**config.mk**
```make
export PLATFORM = sky130hd
export DESIGN_NAME = wb_div_arbiter
export DESIGN_NICKNAME = d
export VERILOG_FILES = /design/src/rtl/wb_div_arbiter.sv
export SDC_FILE = /design/constraint.sdc
export NUM_CORES = 1
export LEC_CHECK = 0
export BUFFER_PORTS_ARGS = -buffer_cell sky130_fd_sc_hd__buf_2
export CAP_MARGIN = 5
export CORE_MARGIN = 4
export CORE_UTILIZATION = 45
export CTS_CLUSTER_DIAMETER = 80
export DETAILED_ROUTE_END_ITERATION = 7
export PLACE_DENSITY = 0.65
export SLEW_MARGIN = 25
export SYNTH_ARGS = -nofsm -noshare
export SYNTH_HDL_FRONTEND = slang
export SYNTH_SLANG_ARGS = --single-unit
```
**constraint.sdc**
```tcl
create_clock -name clk -period 3.45 [get_ports clk]
set_clock_uncertainty 0.1 [all_clocks]
set_input_delay 0.69 -clock clk [delete_from_list [all_inputs] [get_ports clk]]
set_output_delay 0.69 -clock clk [all_outputs]
set_load 0.02 [all_outputs]
```
**src/rtl/wb_div_arbiter.sv**
```systemverilog
// Writeback arbiter: merges ALU and DIV result streams onto one RF write port.
// Optional WB_DIV_BYPASS_EN: DIV result skips the skid FIFO when nothing else is pending.
module wb_div_arbiter #(
  parameter int DIV_FIFO_DEPTH = 4,
  localparam int CNT_W = $clog2(DIV_FIFO_DEPTH) + 1
) (
  input  logic        clk,
  input  logic        rst,
  input  logic        wb_do_branch,
  input  logic        ix_div_valid,
  output logic        div_stall,
  input  logic        alu_valid,
  input  logic [36:0] alu_wb_inf,
  input  logic        div_valid,
  input  logic [36:0] div_wb_inf,
  output logic        rf_we,
  output logic [4:0]  rf_waddr,
  output logic [31:0] rf_wdata,
  output logic        div_retire,
  output logic        err_overflow
);
  localparam int PTR_W = $clog2(DIV_FIFO_DEPTH);
  localparam logic [CNT_W-1:0] DEPTH_C = CNT_W'(DIV_FIFO_DEPTH);

  logic [36:0]      mem_q [DIV_FIFO_DEPTH];
  logic [PTR_W-1:0] wptr_q, wptr_d, rptr_q, rptr_d;
  logic [CNT_W-1:0] cnt_q, cnt_d, credits_q, credits_d;
  logic             rf_we_q, rf_we_d, div_retire_q, div_retire_d;
  logic             err_overflow_q, err_overflow_d;
  logic [4:0]       rf_waddr_q, rf_waddr_d;
  logic [31:0]      rf_wdata_q, rf_wdata_d;

  logic        fifo_empty, fifo_full, bypass, push, pop, sel_valid, take, ret;
  logic [36:0] sel;

  assign div_stall = (credits_q == DEPTH_C);

  always_comb begin
    fifo_empty = (cnt_q == '0);
    fifo_full  = (cnt_q == DEPTH_C);
`ifdef WB_DIV_BYPASS_EN
    bypass = fifo_empty && !alu_valid && div_valid;
`else
    bypass = 1'b0;
`endif
    pop  = !alu_valid && !fifo_empty;
    // Push-at-full is fine when the head leaves in the same cycle.
    push = div_valid && !bypass && (!fifo_full || pop);

    sel_valid = alu_valid || pop || bypass;
    if (alu_valid)  sel = alu_wb_inf;
    else if (pop)   sel = mem_q[rptr_q];
    else            sel = div_wb_inf;

    rf_we_d      = sel_valid && (sel[36:32] != 5'd0);
    rf_waddr_d   = sel_valid ? sel[36:32] : rf_waddr_q;
    rf_wdata_d   = sel_valid ? sel[31:0]  : rf_wdata_q;
    div_retire_d = pop || bypass;
    err_overflow_d = err_overflow_q || (div_valid && !bypass && fifo_full && !pop);

    wptr_d = push ? wptr_q + PTR_W'(1) : wptr_q;
    rptr_d = pop  ? rptr_q + PTR_W'(1) : rptr_q;
    cnt_d  = cnt_q;
    if (push && !pop)      cnt_d = cnt_q + CNT_W'(1);
    else if (pop && !push) cnt_d = cnt_q - CNT_W'(1);

    take = ix_div_valid && !wb_do_branch && !div_stall;
    ret  = pop || bypass;
    credits_d = credits_q;
    // A stray retire with no credit outstanding must not wrap the counter.
    if (take && !ret)                           credits_d = credits_q + CNT_W'(1);
    else if (ret && !take && credits_q != '0)   credits_d = credits_q - CNT_W'(1);
  end

  always_ff @(posedge clk or posedge rst) begin
    if (rst) begin
      wptr_q         <= '0;
      rptr_q         <= '0;
      cnt_q          <= '0;
      credits_q      <= '0;
      rf_we_q        <= 1'b0;
      rf_waddr_q     <= '0;
      rf_wdata_q     <= '0;
      div_retire_q   <= 1'b0;
      err_overflow_q <= 1'b0;
    end else begin
      wptr_q         <= wptr_d;
      rptr_q         <= rptr_d;
      cnt_q          <= cnt_d;
      credits_q      <= credits_d;
      rf_we_q        <= rf_we_d;
      rf_waddr_q     <= rf_waddr_d;
      rf_wdata_q     <= rf_wdata_d;
      div_retire_q   <= div_retire_d;
      err_overflow_q <= err_overflow_d;
    end
  end

  always_ff @(posedge clk) begin
    if (push) mem_q[wptr_q] <= div_wb_inf;
  end

  assign rf_we        = rf_we_q;
  assign rf_waddr     = rf_waddr_q;
  assign rf_wdata     = rf_wdata_q;
  assign div_retire   = div_retire_q;
  assign err_overflow = err_overflow_q;
endmodule

```
==> impl_metrics.ini, run 1 <==
[outcome]
status = completed

[power_and_ir_drop]
p_leak_nw = 3.428
peakVddDrop_v = 0.0004247
total_power_mw = 7.421
pwr_density_cell_nw_per_um2 = 818.3

[synth]
ys.flop_type = edfxtp_1
yosysWarnings = 0
synth_seq_cells = 198
synth-edff-count = 148
synth_cells = 406
syn_area_per_cell_um2 = 18.80
yosysSeqAreaShare = 0.7461
synthArstFlopShare = 0.2525
yosys.cell_types.count = 41
syn_area_um2 = 7634
syn-num-nets = 493

[sta]
drv_slew = 0
max_freq_mhz = 390.0
timing.setup.tns_ns = 0
setup_slack_ns = 0.8858
hold_viol_final = 0
relSlewSlack = 0.4816
tightest_slew_ns = 0.7766
final.period_utilization = 0.7433
period_needed_ns = 2.564
rsz0062_at_grt = no
finalSetupViolations = 0

[setup_path]
r2r_start = cnt_q[0]
crit_type = register to register
worstPathRequired_ns = 3.69
cp_max_fo = 9
cp-endpoint = credits_q[2]
critical_path.startpoint_type = register
rrSetupSlack_ns = 0.89
end_kind = register
arrival_ns = 2.80
critPathLaunch = cnt_q[0]
worstRegToRegCells = 6
regToRegEndpoint = credits_q[2]

[layout]
drive_above_1_share = 0.3638
layout_common_cells = 148 x edfxtp_1, 120 x buf_2, 48 x dfrtp_1
layout_commonest_cell = edfxtp_1
nets = 621
fin_util = 0.5469
fin_cells = 769
area_delta_synth_final_pct = 18.80

[route]
viasPerCell = 5.420
drt_pass1_iterations = 8
drtIter0Drc = 321
drc = 0
totalWireLength_um = 15540
vias = 4168
post_drt_wl_per_cell_um = 20.21
ant_nets = 0

[clocking]
htree_levels = 4
cts_root_buf = clkbuf_16
worstSkewPairLatency_ns = 0.42
tritoncts = yes
clkTransAtPathRegs_ns = 0.07
postCtsSetupBuffers = 0
clock_sinks = 198
cts_buffer_depth = 2
cts_resized = 0
numCtsBuffers = 17
hold_buffers = 0

[global_routing]
overflow = 0
grt_max_degree = 42
grt_usage = 0.1692
grt_pass1_vias = 4443
antenna_found_initial = 2
grt_pass1_wl_um = 24720

[floorplan]
core_um2 = 16580
start_util = 0.4603
rows = 47
die_w_um = 138.2
chipHeight_um = 138.2
die_area_um2 = 19110
pin_count = 121

[flow_run]
cap_violations = 0

[placement]
io_buffers = 120
place_congestion = 0.7182
dp_hpwl_um = 9958
post-place-ws_ns = 0.6560
placedCellCount = 735

[worst_hold_path]
min_path_type = input port to asynchronous set/reset pin
synth_stat cells (3+ instances only):
| master | count | area (um2) |
|---|---|---|
| xnor2_1 | 6 | 52.55 |
| a31oi_1 | 3 | 18.77 |
| nor2_1 | 26 | 97.59 |
| mux4_1 | 6 | 157.7 |
| inv_1 | 27 | 101.4 |
| dfrtp_1 | 50 | 1251 |
| a222oi_1 | 22 | 220.2 |
| o22ai_1 | 12 | 75.07 |
| edfxtp_1 | 148 | 4444 |
| clkbuf_1 | 6 | 22.52 |
| mux4_2 | 31 | 698.2 |
| ha_1 | 5 | 62.56 |
| buf_2 | 9 | 45.04 |
| and2_1 | 4 | 25.02 |
| buf_4 | 5 | 37.54 |
| nand2_1 | 11 | 41.29 |
| o21ai_0 | 4 | 20.02 |
registers in the layout (all words and copies together) (netlist names):
| signal | count |
|---|---|
| div_retire | 1 |
| mem_q | 148 |
| wptr_q | 2 |
| rf_we | 1 |
| credits_q | 3 |
| rptr_q | 2 |
| rf_waddr | 5 |
| cnt_q | 3 |
| err_overflow | 1 |
| rf_wdata | 32 |
routing by layer:
metal  global-route usage  routed length [um]  share of wire
met4              0.06448                 321          0.021
met1               0.2133                6436           0.41
met5                    0                   0              0
met2               0.2847                7938           0.51
met3              0.04316                 843          0.054
how the worst min path moves through the flow:
stage	endpoint	cells after the start
after floorplan	credits_q[2]	1
final	cnt_q[0]	2
after global routing	cnt_q[0]	2
after detailed placement	rf_wdata[0]	2
after CTS	mem_q[3][18]	1
after global placement	rf_wdata[2]	2
worst max-delay path, stage by stage, from the launching register on:
cell and delay (ns):
dfrtp_1 0.45, nor3_1 0.43, nor2_4 0.13, or3_1 0.41
fa_1 0.45, o31a_1 0.32, a211oi_1 0.19
stage by stage:
step / area, um2 / hold WS, ns
after floorplan: 7634 / 0.3800
after global placement: 8546 / 0.3665
after detailed placement: 8546 / 0.3781
after CTS: 9062 / 0.3626
after global routing: 9069 / 0.3312
final: 9069 / 0.2825
area by class of cell:
| class | instances | area (um2) |
|---|---|---|
| Tap cell | 220 | 275.3 |
| Clock inverter | 14 | 87.58 |
| Antenna cell | 2 | 5.005 |
| Multi-Input combinational cell | 159 | 1725 |
| Clock buffer | 18 | 429.2 |
| Fill cell | 1363 | 7515 |
| Timing Repair Buffer | 131 | 745.7 |
| Sequential cell | 198 | 5698 |
| Inverter | 27 | 102.6 |
report_power, final:
part / switching (mW) / internal, mW
Combinational: 1.18 / 0.974
Clock: 0.824 / 0.912
Sequential: 0.333 / 3.19
kinds of logic after synthesis:
| family | count (synthesis) | synth area share |
|---|---|---|
| compound gates | 53 | 0.05622 |
| xor+xnor | 8 | 0.009179 |
| fa+ha+maj | 7 | 0.01344 |
| buf+inv | 49 | 0.03000 |
| flops | 198 | 0.7461 |
| mux | 39 | 0.1149 |
| simple gates | 52 | 0.03016 |
(Power assumes the default switching activity.)
==> run 2, diff against run 1 <==
--- a/config.mk
+++ b/config.mk
@@ -11,7 +11,7 @@
 export CORE_UTILIZATION = 45
 export CTS_CLUSTER_DIAMETER = 80
 export DETAILED_ROUTE_END_ITERATION = 7
-export PLACE_DENSITY = 0.65
+export PLACE_DENSITY = 0.67
 export SLEW_MARGIN = 25
 export SYNTH_ARGS = -nofsm -noshare
 export SYNTH_HDL_FRONTEND = slang
==> constraint.sdc (replaced) <==
create_clock -name clk -period 2.3 [get_ports clk]
set_clock_uncertainty 0.1 [all_clocks]
set_input_delay 0.46 -clock clk [delete_from_list [all_inputs] [get_ports clk]]
set_output_delay 0.46 -clock clk [all_outputs]
set_load 0.02 [all_outputs]
==> run 2 against run 1 <==
  * Total power increased by 60%
  * Final cell count rose by 1.8%
  * Wire length is 5.1% higher
  * Non-clock buffer count rose by 16
  * Sequential cell count stayed put
  * Setup slack worse by 0.77 ns
  * Sequential share of layout area down 1.7 points
  * Worst hold slack worse by 0.14 ns
  * Combinational power increased by 64%
  * Die area unchanged
  * Maximum frequency up 17%
  * Critical path type unchanged
  * Largest cell class unchanged
  * Largest power group unchanged
==> impl_metrics.ini, run 2 (synthesis results as in run 1) <==
[sta]
finalSetupViolations = 0
max_freq_mhz = 457.0
final.period_utilization = 0.9514
period_needed_ns = 2.188
whs_ns = 0.1470
drv_slew = 0
hold_viol_final = 0
relSlewSlack = 0.6174
tightest_slew_ns = 0.5727

[flow_run]
cap_violations = 0

[clocking]
cts_buffer_depth = 2
clock_sinks = 198
numCtsBuffers = 17
htree_levels = 4
postCtsSetupBuffers = 0
worstSkewPairLatency_ns = 0.43
cts_root_buf = clkbuf_16
clkTransAtPathRegs_ns = 0.07
tritoncts = yes

[global_routing]
grt_max_degree = 31
overflow = 0
grt_pass1_wl_um = 25490
grt_usage = 0.1749
grt_pass1_vias = 4560
antenna_found_initial = 0

[floorplan]
die_w_um = 138.2
rows = 47
die_area_um2 = 19110
start_util = 0.4603
pin_count = 121
core_um2 = 16580
chipHeight_um = 138.2

[layout]
area_delta_synth_final_pct = 22.06
layout_common_cells = 148 x edfxtp_1, 120 x buf_2, 48 x dfrtp_1
layout_commonest_cell = edfxtp_1
drive_above_1_share = 0.3979
largest_register_ffs = 148
top_register = mem_q
antenna_cells = 0
nets = 637

[setup_path]
critPathLaunch = cnt_q[2]
worstPathRequired_ns = 2.50
r2r_start = cnt_q[2]
crit_type = register to register
end_kind = register
arrival_ns = 2.38
cp_max_fo = 5
critical_path.startpoint_type = register

[power_and_ir_drop]
p_leak_nw = 3.567
pwr_density_cell_nw_per_um2 = 1271
total_power_mw = 11.84
peakVddDrop_v = 0.0006576

[route]
vias = 4277
drtIter0Drc = 362
totalWireLength_um = 16340
viasPerCell = 5.462
drc = 0
post_drt_wl_per_cell_um = 20.87
drt_pass1_iterations = 5
ant_nets = 0

[placement]
dp_hpwl_um = 10770
io_buffers = 120
place_congestion = 0.7557

[outcome]
status = completed

[worst_hold_path]
min_path_type = input port to register
min_from = div_wb_inf[7]
==> run 2: metrics by stage <==
step,TNS [ns],setup WS [ns],utilization,instances,cell area (um2)
floorplan,-0.01052,-0.008130,-,406,7649
global placement,0,0.1554,0.5218,750,8653
detailed placement,0,0.07867,0.5218,750,8653
CTS,0,0.05809,0.5602,783,9290
global route,-0.01283,-0.01283,0.5619,783,9318
finish,0,0.1118,0.5619,783,9318
==> run 2: power breakdown <==
part | internal, mW | leakage (nW) | switching, mW
clock network | 1.83 | 0.301 | 1.30
registers | 4.79 | 1.94 | 0.385
logic | 1.57 | 1.33 | 1.97
==> run 2: path summary, 6_finish.rpt <==
check | to | slack, ns | cells after the start
setup / recovery | credits_q[2] | 0.11 | 6
hold / removal | mem_q[0][7] | 0.15 | 1
setup reg to reg | credits_q[2] | 0.11 | 6
hold reg to reg | err_overflow | 0.37 | 1
max in group asynchronous | rptr_q[1] | 0.91 | 4
min in group asynchronous | rf_waddr[4] | 0.54 | 3
==> run 2: worst max-delay path, stage by stage (launching register included) <==
cell,delay (ns)
dfrtp_1,0.41
nor3_4,0.24
nor2_4,0.05
or3_4,0.39
fa_2,0.42
nor4_1,0.36
a211oi_2,0.08
==> run 2: cell type report <==
| cell class | instances | area [um2] |
|---|---|---|
| clock buffer | 18 | 429.2 |
| clock inverter | 14 | 197.7 |
| fill | 1317 | 7266 |
| inverter | 27 | 101.3 |
| multi-input combinational | 159 | 1760 |
| sequential | 198 | 5698 |
| tap | 220 | 275.3 |
| timing repair buffer | 147 | 855.8 |
==> run 2: routing by layer <==
| metal | routed length (um) | vias up | track usage |
|---|---|---|---|
| li1 | - | 1912 | - |
| met1 | 6558 | 2193 | 0.2196 |
| met2 | 8614 | 153 | 0.3027 |
| met3 | 897 | 19 | 0.04040 |
| met4 | 267 | 0 | 0.05720 |
| met5 | 0 | - | 0 |
==> run 2: repair_timing <==
action                                  4_1_cts  5_1_grt
resized for setup                             0        5
hold buffers                                  1        0
hold endpoints to repair                     21        0
endpoints found under the setup margin        0        2
==> run 3, diff against run 2 <==
--- a/config.mk
+++ b/config.mk
@@ -11,7 +11,7 @@
 export CORE_UTILIZATION = 45
 export CTS_CLUSTER_DIAMETER = 80
 export DETAILED_ROUTE_END_ITERATION = 7
-export PLACE_DENSITY = 0.67
+export PLACE_DENSITY = 0.65
 export SLEW_MARGIN = 25
 export SYNTH_ARGS = -nofsm -noshare
 export SYNTH_HDL_FRONTEND = slang
==> constraint.sdc (replaced) <==
create_clock -name clk -period 2.4 [get_ports clk]
set_clock_uncertainty 0.1 [all_clocks]
set_input_delay 0.48 -clock clk [delete_from_list [all_inputs] [get_ports clk]]
set_output_delay 0.48 -clock clk [all_outputs]
set_load 0.02 [all_outputs]
==> run 3 against run 2 <==
  * Sequential cell count stayed put
  * Setup slack got worse by 0.026 ns
  * Non-clock buffer count fell by 3
  * Worst hold slack gained 0.0018 ns
  * Total power fell by 7.2%
  * Global-route usage fell by 0.85 points
  * Critical endpoint unchanged
  * Sequential share of layout area rose by 0.63 points
  * Critical path type unchanged
  * Register-to-register slack worse by 0.03 ns
  * Clock power is 14% lower
==> impl_metrics.ini, run 3 (synthesis results as in run 1) <==
[route]
drc = 0
viasPerCell = 5.431
post_drt_wl_per_cell_um = 19.60
vias = 4236
totalWireLength_um = 15290
drt_pass1_iterations = 6
ant_nets = 0
drtIter0Drc = 309

[global_routing]
grt_max_degree = 51
grt_pass1_wl_um = 24630
grt_usage = 0.1664
overflow = 0
antenna_found_initial = 0
grt_pass1_vias = 4511

[clocking]
clock_sinks = 198
cts_root_buf = clkbuf_16
tritoncts = yes
htree_levels = 4
hold_buffers = 0
cts_buffer_depth = 2
numCtsBuffers = 17
worstSkewPairLatency_ns = 0.42
clkTransAtPathRegs_ns = 0.07

[power_and_ir_drop]
peakVddDrop_v = 0.0006056
total_power_mw = 10.99
pwr_density_cell_nw_per_um2 = 1191
p_leak_nw = 3.519

[layout]
area_delta_synth_final_pct = 20.82
layout_commonest_cell = edfxtp_1
layout_common_cells = 148 x edfxtp_1, 120 x buf_2, 48 x dfrtp_1
drive_above_1_share = 0.3804
top_register = mem_q
fin_util = 0.5561
largest_register_ffs = 148
nets = 634
antenna_cells = 0

[sta]
setup_slack_ns = 0.08539
rsz0062_at_grt = no
max_freq_mhz = 432.0
final.period_utilization = 0.9644
drv_slew = 0
hold_viol_final = 0
tightest_slew_ns = 0.7074
whs_ns = 0.1488
finalSetupViolations = 0
period_needed_ns = 2.315
timing.setup.tns_ns = 0
relSlewSlack = 0.5284

[setup_path]
path_cells = nor3_4 -> nor2_4 -> or3_1 -> fa_1 -> o31a_1 -> a211oi_1
max_stage_delay_ns = 0.45
regToRegEndpoint = credits_q[2]
critPathTopFamily = simple AND/OR/NAND/NOR gates
critPathBufInv = 0
rrSetupSlack_ns = 0.09
crit_type = register to register
worstPathRequired_ns = 2.61
cp_max_fo = 5
critical_path.startpoint_type = register
worstRegToRegCells = 6
arrival_ns = 2.53
end_kind = register
r2r_start = cnt_q[0]
cp_slowest_cell = fa_1

[placement]
post-place-ws_ns = 0.06093
place_congestion = 0.7654
io_buffers = 120
dp_hpwl_um = 9986

[floorplan]
die_w_um = 138.2
core_um2 = 16580
pin_count = 121
die_area_um2 = 19110
rows = 47
start_util = 0.4603
chipHeight_um = 138.2

[worst_hold_path]
min_path_type = input port to asynchronous set/reset pin

[flow_run]
cap_violations = 0

[outcome]
status = completed
-- run 3: cell types whose count changed in the layout (fill, tap and decap cells not counted), moves of 2 or more --
cell	change
clkbuf_8	+2
inv_6	-3
clkbuf_1	+4
clkinv_4	-2
buf_4	-3
bufinv_16	-3
-- run 3: worst register-to-register path, delay by kind of cell, from the launching register on --
| family | cells | cell delay, ns |
|---|---|---|
| AO/OA/AOI/OAI | 2 | 0.58 |
| flip-flops | 1 | 0.41 |
| adder cells (fa/ha/maj) | 1 | 0.45 |
| AND/OR/NAND/NOR | 3 | 0.67 |
-- run 3: worst max path at each step --
stage / start / endpoint / slack (ns) / depth (start not counted)
2_1_floorplan: cnt_q[0] / credits_q[2] / 0.007 / 7
3_3_place_gp: wb_do_branch / credits_q[2] / 0.15 / 6
3_5_place_dp: cnt_q[0] / credits_q[2] / 0.06 / 6
4_1_cts: cnt_q[0] / credits_q[2] / 0.04 / 6
5_1_grt: cnt_q[0] / credits_q[2] / 0.008 / 6
6_report: cnt_q[0] / credits_q[2] / 0.09 / 6
-- run 3: area by class of cell --
class                      count  area [um2]
inverter                      27       101.3
multi-input combinational    159        1737
tap                          220       275.3
fill                        1326        7361
clock inverter                 7       71.32
sequential                   198        5698
timing repair buffer         144       843.3
clock buffer                  25       496.7
-- run 3: routing by layer --
metal	vias up	track usage	share of wire
met5	-	0	0
met4	0	0.04160	0.0081
met3	14	0.04696	0.076
met2	167	0.2752	0.50
met1	2150	0.2209	0.41
li1	1905	-	-
-- run 3: metrics by stage --
stage | instance area, um2 | cells
5_1_grt | 9223 | 780
2_1_floorplan | 7644 | 406
4_1_cts | 9216 | 780
3_3_place_gp | 8648 | 748
3_5_place_dp | 8648 | 748
6_report | 9223 | 780
-- run 3: what timing repair did --
item,4_1_cts,5_1_grt
gates resized for setup,0,1
endpoints found under the setup margin,0,1
buffers inserted,0,0
-- run 3: report_power, final --
group          internal, mW  leakage, nW  switching (mW)
Clock                  1.55        0.269            1.14
Combinational          1.50         1.31            1.82
Sequential             4.59         1.94           0.390
